$ cat src/rtl/pipe_hazard_ctrl.sv
// Pipeline hazard controller: RAW/load-use stall, branch flush, memory freeze with timeout.
// Define PIPE_HAZARD_FORWARDING_EN to restrict hazard detection to load-use only.
module pipe_hazard_ctrl #(
  parameter logic [7:0]  MEM_TIMEOUT = 8'd255,
  parameter int unsigned STALL_CNT_W = 16
) (
  input  logic                   clk,
  input  logic                   rst,
  input  logic [4:0]             id_src1,
  input  logic [4:0]             id_src2,
  input  logic                   id_two_src,
  input  logic [4:0]             exe_dest,
  input  logic                   exe_wb_en,
  input  logic                   exe_mem_r_en,
  input  logic [4:0]             mem_dest,
  input  logic                   mem_wb_en,
  input  logic                   br_taken,
  input  logic                   mem_access,
  input  logic                   mem_ready,
  output logic                   pc_en,
  output logic                   if_id_en,
  output logic                   id_exe_en,
  output logic                   exe_mem_en,
  output logic                   mem_wb_reg_en,
  output logic                   if_id_flush,
  output logic                   id_exe_bubble,
  output logic                   mem_err,
  output logic [STALL_CNT_W-1:0] stall_cnt
);

  typedef enum logic {IDLE = 1'b0, WAIT = 1'b1} state_t;

  state_t                 state_q, state_d;
  logic [7:0]             wait_cnt_q, wait_cnt_d;
  logic                   br_pend_q, br_pend_d;
  logic                   mem_err_q, mem_err_d;
  logic [STALL_CNT_W-1:0] stall_cnt_q, stall_cnt_d;

  logic s1_exe, s2_exe, s1_mem, s2_mem;
  logic hazard, freeze, branch;
  logic unused_inputs;

  function automatic logic src_match(input logic [4:0] src, input logic [4:0] dest);
    return (src == dest) && (src != 5'd0);
  endfunction

  assign s1_exe = src_match(id_src1, exe_dest);
  assign s2_exe = id_two_src && src_match(id_src2, exe_dest);
  assign s1_mem = src_match(id_src1, mem_dest);
  assign s2_mem = id_two_src && src_match(id_src2, mem_dest);

`ifdef PIPE_HAZARD_FORWARDING_EN
  assign hazard        = exe_mem_r_en && (s1_exe || s2_exe);
  assign unused_inputs = ^{exe_wb_en, mem_wb_en, s1_mem, s2_mem};
`else
  assign hazard        = (exe_wb_en && (s1_exe || s2_exe)) ||
                         (mem_wb_en && (s1_mem || s2_mem));
  assign unused_inputs = exe_mem_r_en;
`endif

  // A branch seen while EXE is frozen is remembered until the freeze lifts.
  assign freeze = mem_access && !mem_ready && (wait_cnt_q != MEM_TIMEOUT);
  assign branch = br_taken || br_pend_q;

  // Pipeline enables; reset forces pass-through so registers clear themselves.
  always_comb begin
    pc_en         = 1'b1;
    if_id_en      = 1'b1;
    id_exe_en     = 1'b1;
    exe_mem_en    = 1'b1;
    mem_wb_reg_en = 1'b1;
    if_id_flush   = 1'b0;
    id_exe_bubble = 1'b0;
    if (rst) begin
      if (freeze) begin
        pc_en         = 1'b0;
        if_id_en      = 1'b0;
        id_exe_en     = 1'b0;
        exe_mem_en    = 1'b0;
        mem_wb_reg_en = 1'b0;
      end else if (branch) begin
        if_id_flush   = 1'b1;
        id_exe_bubble = 1'b1;
      end else if (hazard) begin
        pc_en         = 1'b0;
        if_id_en      = 1'b0;
        id_exe_bubble = 1'b1;
      end
    end
  end

  always_comb begin
    state_d     = freeze ? WAIT : IDLE;
    wait_cnt_d  = freeze ? wait_cnt_q + 8'd1 : 8'd0;
    br_pend_d   = freeze && (br_pend_q || br_taken);
    mem_err_d   = mem_err_q ||
                  ((state_q == WAIT) && (wait_cnt_q == MEM_TIMEOUT) && !mem_ready);
    stall_cnt_d = stall_cnt_q;
    if (!pc_en && (stall_cnt_q != '1)) begin
      stall_cnt_d = stall_cnt_q + STALL_CNT_W'(1);
    end
  end

  always_ff @(posedge clk) begin
    if (!rst) begin
      state_q     <= IDLE;
      wait_cnt_q  <= 8'd0;
      br_pend_q   <= 1'b0;
      mem_err_q   <= 1'b0;
      stall_cnt_q <= '0;
    end else begin
      state_q     <= state_d;
      wait_cnt_q  <= wait_cnt_d;
      br_pend_q   <= br_pend_d;
      mem_err_q   <= mem_err_d;
      stall_cnt_q <= stall_cnt_d;
    end
  end

  assign mem_err   = mem_err_q;
  assign stall_cnt = stall_cnt_q;

endmodule

$ cat config.mk
export PLATFORM = sky130hd
export DESIGN_NAME = pipe_hazard_ctrl
export DESIGN_NICKNAME = d
export VERILOG_FILES = /design/src/rtl/pipe_hazard_ctrl.sv
export SDC_FILE = /design/constraint.sdc
export NUM_CORES = 1
export LEC_CHECK = 0
export BUFFER_PORTS_ARGS = -buffer_cell sky130_fd_sc_hd__buf_2
export CELL_PAD_IN_SITES_DETAIL_PLACEMENT = 1
export CELL_PAD_IN_SITES_GLOBAL_PLACEMENT = 1
export CORE_UTILIZATION = 36
export DETAILED_ROUTE_END_ITERATION = 10
export GPL_ROUTABILITY_DRIVEN = 1
export GPL_TIMING_DRIVEN = 0
export PLACE_DENSITY_LB_ADDON = 0.1
export SLEW_MARGIN = 5
export SYNTH_ARGS = -nofsm -noshare
export SYNTH_HDL_FRONTEND = slang
export SYNTH_SLANG_ARGS = --single-unit
$ cat constraint.sdc
create_clock -name clk -period 3.3 [get_ports clk]
set_input_delay 0.66 -clock clk [delete_from_list [all_inputs] [get_ports clk]]
set_output_delay 0.66 -clock clk [all_outputs]
set_load 0.1 [all_outputs]
[Word-level counts from Yosys, hierarchy flattened]
Index checks and enable logic that the tools add are counted.
Word-level totals
  flip-flop bits (word level): 27
  input port bits: 29
  output and inout port bits: 24
  word-level logic and storage cells: 52
Cells by class
  eq/ne operators: 7
  reduce and logical (&&, ||, !) cells: 24
  add/subtract/negate cells: 2
  mux-type cells: 14
Operators by type and width (number)
  equality test 5 bit: 4
  adder 16 x 1 -> 16 bit, second input constant: 1
  != test 16 bit, second input constant: 1
  logical AND 1 bit: 14
  2-to-1 mux 1 bit: 14
  nonzero test 5 bit: 2
  adder 8 x 1 -> 8 bit, second input constant: 1
  equality test 8 bit, second input constant: 1
  != test 8 bit, second input constant: 1
  logical OR 1 bit: 5
  zero test 1 bit: 2
  AND reduction 2 bit: 1

[Logic depth before layout (Yosys ltp)]
Gate-level depths: netlist of the first run.
  word-level depth: 12
  gate-level depth with buffers: 10
  depth with buffers taken out: 9

[Worst setup path after synthesis of the first run]
OpenSTA, ideal clock, no wires.
  path kind: input to output
  start: in exe_dest[4]
  end: out id_exe_bubble
  data arrival time: 2.927 ns
  stages: 5
  required time: 2.640 ns
  path buffers: 0
  path slack: -0.287 ns
  path through: xnor2_1 -> nand3_1 -> nor4_2 -> o21ai_2 -> a31oi_1
On the way
  cells in the longest elaborated chain, start to end: 10
  elaborated cells between the ends (all ways): 12
  classes of those cells: eq/ne: 2; mux: 4; reduce/logical: 6
RTL lines
  start: declaration: RTL line 12  | input logic [4:0] exe_dest,
  equality test 5 bit: RTL line 44  | return (src == dest) && (src != 5'd0);
  logical AND 1 bit: RTL line 44
  logical AND 1 bit: RTL line 48  | assign s2_exe = id_two_src && src_match(id_src2, exe_dest);
  logical OR 1 bit *: RTL line 56  | assign hazard = (exe_wb_en && (s1_exe || s2_exe)) ||
  logical AND 1 bit *: RTL line 56
  logical OR 1 bit *: RTL line 56
  2-to-1 mux 1 bit *: RTL line 84  | end else if (hazard) begin
  2-to-1 mux 1 bit *: RTL line 81  | end else if (branch) begin
  2-to-1 mux 1 bit *: RTL line 75  | if (freeze) begin
  2-to-1 mux 1 bit *: RTL line 74  | if (rst) begin
  end: declaration: RTL line 26  | output logic id_exe_bubble,
Mark *: on every way between the ends. The rest lies on a longest branch, timed or not.

[Worst setup path in the final report of the first run]
  start: in id_src2[1]
  end: out pc_en
On the way
  cells in the longest elaborated chain, start to end: 10
  elaborated cells between the ends (all ways): 16
  classes of those cells: eq/ne: 2; mux: 4; reduce/logical: 10
RTL lines
  start: declaration: RTL line 10  | input logic [4:0] id_src2,
  equality test 5 bit / nonzero test 5 bit (equally long branches): RTL line 44
  logical AND 1 bit: RTL line 44
  logical AND 1 bit (on tied branches): RTL line 48, 50
  logical OR 1 bit (on tied branches): RTL line 56, 57
  logical AND 1 bit (on tied branches): RTL line 56, 57
  logical OR 1 bit *: RTL line 56
  2-to-1 mux 1 bit *: RTL line 84
  2-to-1 mux 1 bit *: RTL line 81
  2-to-1 mux 1 bit *: RTL line 75
  2-to-1 mux 1 bit *: RTL line 74
  end: declaration: RTL line 20  | output logic pc_en,
Marked as above.

==> results of run 1 <==
==> flip-flops by register name, indices dropped and copies added (netlist names) <==
name and cells:
mem_err 1, stall_cnt 16, wait_cnt_q 8, br_pend_q 1
state_q 1
==> power by group through the flow <==
stage | Combinational [W] | Sequential, W | Clock, W
global route | 0.000130 | 0.000329 | 0.000212
global placement | 0.000117 | 0.000336 | 0
detailed placement | 0.000119 | 0.000337 | 0
finish | 0.000121 | 0.000329 | 0.000192
floorplan | 0.0000764 | 0.000341 | 0
CTS | 0.000121 | 0.000329 | 0.000202
==> routing by layer <==
metal	track usage	share of wire
met2	0.3346	0.51
met5	0	0
met1	0.2318	0.46
met3	0.03833	0.028
met4	0.02604	0.0025
==> Yosys cell counts (all sizes together) <==
master,instances
inv,3
or4,5
xor2,7
and2,4
or3,2
a21oi,7
nor2,15
clkbuf,3
nand2b,4
o31ai,3
a31oi,3
nor3,2
a311oi,1
nand4,9
nor3b,1
o21ai,4
nand2,15
ha,2
and3,10
and4b,1
nand3,12
nor4,2
and4,1
nand3b,1
nor2b,1
dfxtp,27
buf,6
mux2i,10
xnor2,19
==> through the flow <==
stage | setup TNS (ns) | worst slack (ns) | std cells
final | 0 | 0.1270 | 285
after global routing | -0.01079 | -0.01079 | 285
after CTS | 0 | 0.02297 | 284
after detailed placement | -0.2820 | -0.1811 | 280
after global placement | -0.2767 | -0.1782 | 280
after floorplan | 0 | 0.07621 | 180
==> cell families (layout without fill, tap and decap cells) <==
| kind of cell | count (synthesis) | after routing |
|---|---|---|
| simple gates | 85 | 85 |
| flops | 27 | 27 |
| xor+xnor | 26 | 26 |
| compound gates | 18 | 18 |
| buf+inv | 12 | 67 |
| mux | 10 | 10 |
| fa+ha+maj | 2 | 2 |
==> layout make-up <==
class / instances / area [µm²] / area share
buffer: 9 / 55.05 / 0.02785
clock buffer: 3 / 41.29 / 0.02089
clock inverter: 1 / 7.507 / 0.003797
inverter: 3 / 11.26 / 0.005696
multi-input combinational: 141 / 992.2 / 0.5019
sequential: 27 / 540.5 / 0.2734
tap: 50 / 62.56 / 0.03165
timing repair buffer: 51 / 266.5 / 0.1348
==> repair_timing <==
action | in CTS | in global routing
setup buffers | 0 | 1
gates resized for setup | 3 | 2
endpoints found under the setup margin | 2 | 2
==> final timing paths <==
path / from / end / slack [ns] / cells after the start
worst max-delay path: id_src2[1] / pc_en / 0.13 / 10
worst min-delay path: wait_cnt_q[0] / wait_cnt_q[0] / 0.46 / 1
worst max register to register: wait_cnt_q[0] / stall_cnt[15] / 0.89 / 10
worst min register to register: wait_cnt_q[0] / wait_cnt_q[0] / 0.46 / 1
==> out/qor.csv, run 1 <==
metric,value,unit
status,finished clean,
Area after DPL,1903,µm²
Yosys reg bits,27,
"Critical Path, Cell by Cell",buf_2 -> or4_1 -> o21ai_2 -> nor3_1 -> a31oi_2 -> a31oi_4 -> inv_2 -> buf_6 -> buf_4 -> buf_6,
Setup CP Type,input pin to output port,
sw frac,0.2907,
Final Util,0.4804,
Slowest Stage Delay on Critical Path,0.55,ns
initial antenna violation count,0,
Die X,68.33,µm
Slew Limit Fails,0,
vias post-DR,1496,
Layout Nets,267,
fillcell total,526,
max-cap viol count,0,
drt pass-1 iters,4,
worst path bufs/invs,5,
Antenna Violating Nets Remaining,0,
Routability Congestion,0.7820,
Peak VDD IR,0.2068,mV
Net Sw Power,0.0001866,W
critical path's slowest cell,or4_1,
Slew headroom,0.6758,
area share of the largest cell type after synthesis,0.3412,
Post-Syn Nets,211,
Synth Area in Adders,0.01580,
Overflow after GRT,0,
largest area contributor in the synthesized netlist,dfxtp_1,
Final Critical Period,3.173,ns
CTS tree,built,
Routed WL per cell,14.20,µm
Synth cell types,38,
Overall Global Routing Usage,0.1867,
CP startpoint kind,input pin,
Max Fanout on Critical Path,11,
dpl hpwl,3.238,mm
clock latency on the worst-skew pair,0.27,ns
warnings from Yosys,0,
cts hold-fix bufs,0,
largest family of logic cells by synthesized area,simple AND/OR/NAND/NOR gates,
Core Area,4115,µm²
fmax,315.2,MHz
final setup vio count,0,
layout cells sized above 1,0.3319,
WHS,0.4630,ns
leakage power,0.8591,nW
Clock Sinks,27,
CP endpoint kind,output port,
synthesized cell area,1584,µm²
ANT cells,0,
synth top area cells,"dfxtp_1 (34%), xnor2_1 (11%), mux2i_1 (6.3%), xor2_1 (3.9%), nand3_1 (3.8%)",
synthesis-to-layout area growth,24.80,%
maximum buffer depth of the clock tree,2,
die area,4669,µm²
io pins,53,
Via density,5.249,
first-pass GRT wire length,6.637,mm
number of buffers created by CTS,3,
Mapped Cells,180,
CP required,2.64,ns
Clock Skew,0.003010,ns
CP dominant cell by count,buf_6,
Simple-Gate Fraction of Synth Area,0.3136,
Die Y,68.33,µm
"most common cell after layout, fill and taps aside",buf_2,
pin count of the biggest net entering global routing,17,
Initial Utilization,0.3849,
htree depth,1,
std cell rows,23,
Synth Area in XOR/XNOR,0.1438,
DRC,0,
overall power,0.0006418,W
Initial DRC Count,52,
post-synthesis compound-gate area fraction,0.08057,
hold crit path type,flip-flop to flip-flop,
CTS Root Cell,clkbuf_8,
"Reg clk slew, reported paths",0.10,ns
crit share post-route,0.9615,
clock share of power,0.299,
final WL,4.046,mm
final instance area,1977,µm²
Crit path arrival time,2.51,ns
combinational share of power,0.188,
most frequent cells in the layout,"buf_2 (50), dfxtp_1 (27), xnor2_1 (19)",
cell area power density,324.6,nW/µm²
sequential share of the synthesized area,0.3412,
vias in the first global route,1451,
CP top delay family,buffers and inverters,
Least-Margin Pin Slew,0.4897,ns
Int Power,0.0004552,W
final hold vios,0,
sequential power share,0.513,
number of port buffers,50,
average size of a mapped cell,8.800,µm²
mux share of post-synthesis cell area,0.06319,
Note: power is estimated with default switching activity, not from simulation.
==> inputs of run 2 (changes only) <==
--- a/config.mk
+++ b/config.mk
@@ -12,7 +12,8 @@
 export DETAILED_ROUTE_END_ITERATION = 10
 export GPL_ROUTABILITY_DRIVEN = 1
 export GPL_TIMING_DRIVEN = 0
-export PLACE_DENSITY_LB_ADDON = 0.1
+export PLACE_DENSITY_LB_ADDON = 0.12
+export RECOVER_POWER = 50
 export SLEW_MARGIN = 5
 export SYNTH_ARGS = -nofsm -noshare
 export SYNTH_HDL_FRONTEND = slang
==> out/qor.csv, run 2 (same netlist as run 1, synthesis figures left out) <==
metric,value,unit,change
Die Y,68.33,µm,unchanged
Setup CP Type,input pin to output port,,
Crit. path cell count,10,,unchanged
number of buffers created by CTS,3,,unchanged
CP top delay family,buffers and inverters,,
Non-Filler Instances,285,,unchanged
cts hold-fix bufs,0,,unchanged
Initial Utilization,0.3849,,unchanged
Crit path arrival time,2.55,ns,+0.04 ns
vias in the first global route,1436,,-1.0%
leakage power,0.8003,nW,-6.8%
max-cap viol count,0,,unchanged
vias post-DR,1482,,-0.94%
std cell rows,23,,unchanged
"most common cell after layout, fill and taps aside",buf_2,,
Die X,68.33,µm,unchanged
number of port buffers,50,,unchanged
Peak VDD IR,0.2034,mV,-1.6%
Overall Global Routing Usage,0.1914,,+0.004660
Overflow after GRT,0,,unchanged
clock latency on the worst-skew pair,0.27,ns,about the same
hold crit path type,flip-flop to flip-flop,,
crit share post-route,0.9714,,+0.009895
Slew headroom,0.2266,,-0.4492
CTS Root Cell,clkbuf_8,,
maximum buffer depth of the clock tree,2,,unchanged
dpl hpwl,3.298,mm,+1.8%
DRC,0,,unchanged
initial antenna violation count,0,,unchanged
first-pass GRT wire length,6.686,mm,+0.74%
Final Util,0.4740,,-0.006385
TNS Setup,0,ns,unchanged
Layout Nets,267,,unchanged
CP endpoint kind,output port,,
worst path bufs/invs,5,,unchanged
Least-Margin Pin Slew,1.165,ns,+0.6755 ns
Slowest Stage Delay on Critical Path,0.55,ns,about the same
final setup vio count,0,,unchanged
most frequent cells in the layout,"buf_2 (36), dfxtp_1 (27), xnor2_1 (19)",,
Antenna Violating Nets Remaining,0,,unchanged
fillcell total,505,,-4.0%
synthesis-to-layout area growth,23.14,%,
CP startpoint kind,input pin,,
drt pass-1 iters,4,,unchanged
Via density,5.200,,-0.94%
Clock Skew,0.002103,ns,-0.0009067 ns
"Reg clk slew, reported paths",0.10,ns,about the same
htree depth,1,,unchanged
critical path's slowest cell,or4_1,,
Routed WL per cell,14.93,µm,+5.2%
placed cell count,280,,unchanged
CTS tree,built,,
final WL,4.256,mm,+5.2%
die area,4669,µm²,unchanged
Core Area,4115,µm²,unchanged
io pins,53,,unchanged
CP required,2.64,ns,about the same
Final Critical Period,3.206,ns,+0.03265 ns
max reg flops,16,,unchanged
Clock Sinks,27,,unchanged
cell area power density,331.0,nW/µm²,+2.0%
r2r worst-path depth,10,,unchanged
CP dominant cell by count,buf_6,,
Hold Path Depth,1,,unchanged
ANT cells,0,,unchanged
layout cells sized above 1,0.2596,,-0.07234
Max Fanout on Critical Path,11,,unchanged
"Critical Path, Cell by Cell",buf_2 -> or4_1 -> o21ai_2 -> nor3_1 -> a31oi_2 -> a31oi_4 -> inv_2 -> buf_6 -> buf_4 -> buf_6,,
fmax,312.0,MHz,-1.0%
WHS,0.4694,ns,+0.006416 ns
status,finished clean,,
Initial DRC Count,43,,-17%
pin count of the biggest net entering global routing,17,,unchanged
Routability Congestion,0.7856,,+0.46%
Slew Limit Fails,0,,unchanged
final hold vios,0,,unchanged
[run 2: final cells by class]
class	instances	area, µm²	share of cell area
Timing Repair Buffer	51	249.0	0.1276
Sequential cell	27	540.5	0.2771
Buffer	9	55.05	0.02822
Tap cell	50	62.56	0.03207
Multi-Input combinational cell	141	983.4	0.5042
Clock buffer	3	41.29	0.02117
Clock inverter	1	7.507	0.003849
Inverter	3	11.26	0.005773
[run 2: worst paths after layout]
kind	start	end	slack, ns
max	id_src2[1]	pc_en	0.09
max reg2reg	wait_cnt_q[0]	stall_cnt[15]	0.82
min reg2reg	wait_cnt_q[0]	wait_cnt_q[0]	0.47
min	wait_cnt_q[0]	wait_cnt_q[0]	0.47
[run 2: layer usage]
metal,share of wire,up-vias,track usage
li1,-,747,-
met1,0.47,702,0.2321
met2,0.50,31,0.3517
met3,0.033,2,0.03833
met4,0.0040,0,0.02344
met5,0,-,0
[run 2: report_power, final]
part | internal (W) | switching, W | total [W] | leakage, nW
clock network | 0.0000857 | 0.000110 | 0.000196 | 0.0217
registers | 0.000328 | 0.00000148 | 0.000329 | 0.218
logic | 0.0000415 | 0.0000793 | 0.000121 | 0.561
total | 0.000455 | 0.000191 | 0.000646 | 0.800
[run 2: per-stage QoR]
step / worst slack, ns / power, W / instance area [µm²]
2_1_floorplan: 0.07621 / 0.0004172 / 1590
3_3_place_gp: -0.1459 / 0.0004533 / 1903
3_5_place_dp: -0.2193 / 0.0004565 / 1903
4_1_cts: 0.05330 / 0.0006520 / 1967
5_1_grt: -0.01524 / 0.0006757 / 1951
6_report: 0.09438 / 0.0006457 / 1951
[run 2: repair_timing]
action | CTS | global route
gates cloned | 0 | 0
gates resized for setup | 4 | 0
setup buffers | 0 | 1
pin swaps | 0 | 1
endpoints found under the setup margin | 2 | 2
endpoints found under the hold margin | 0 | 0
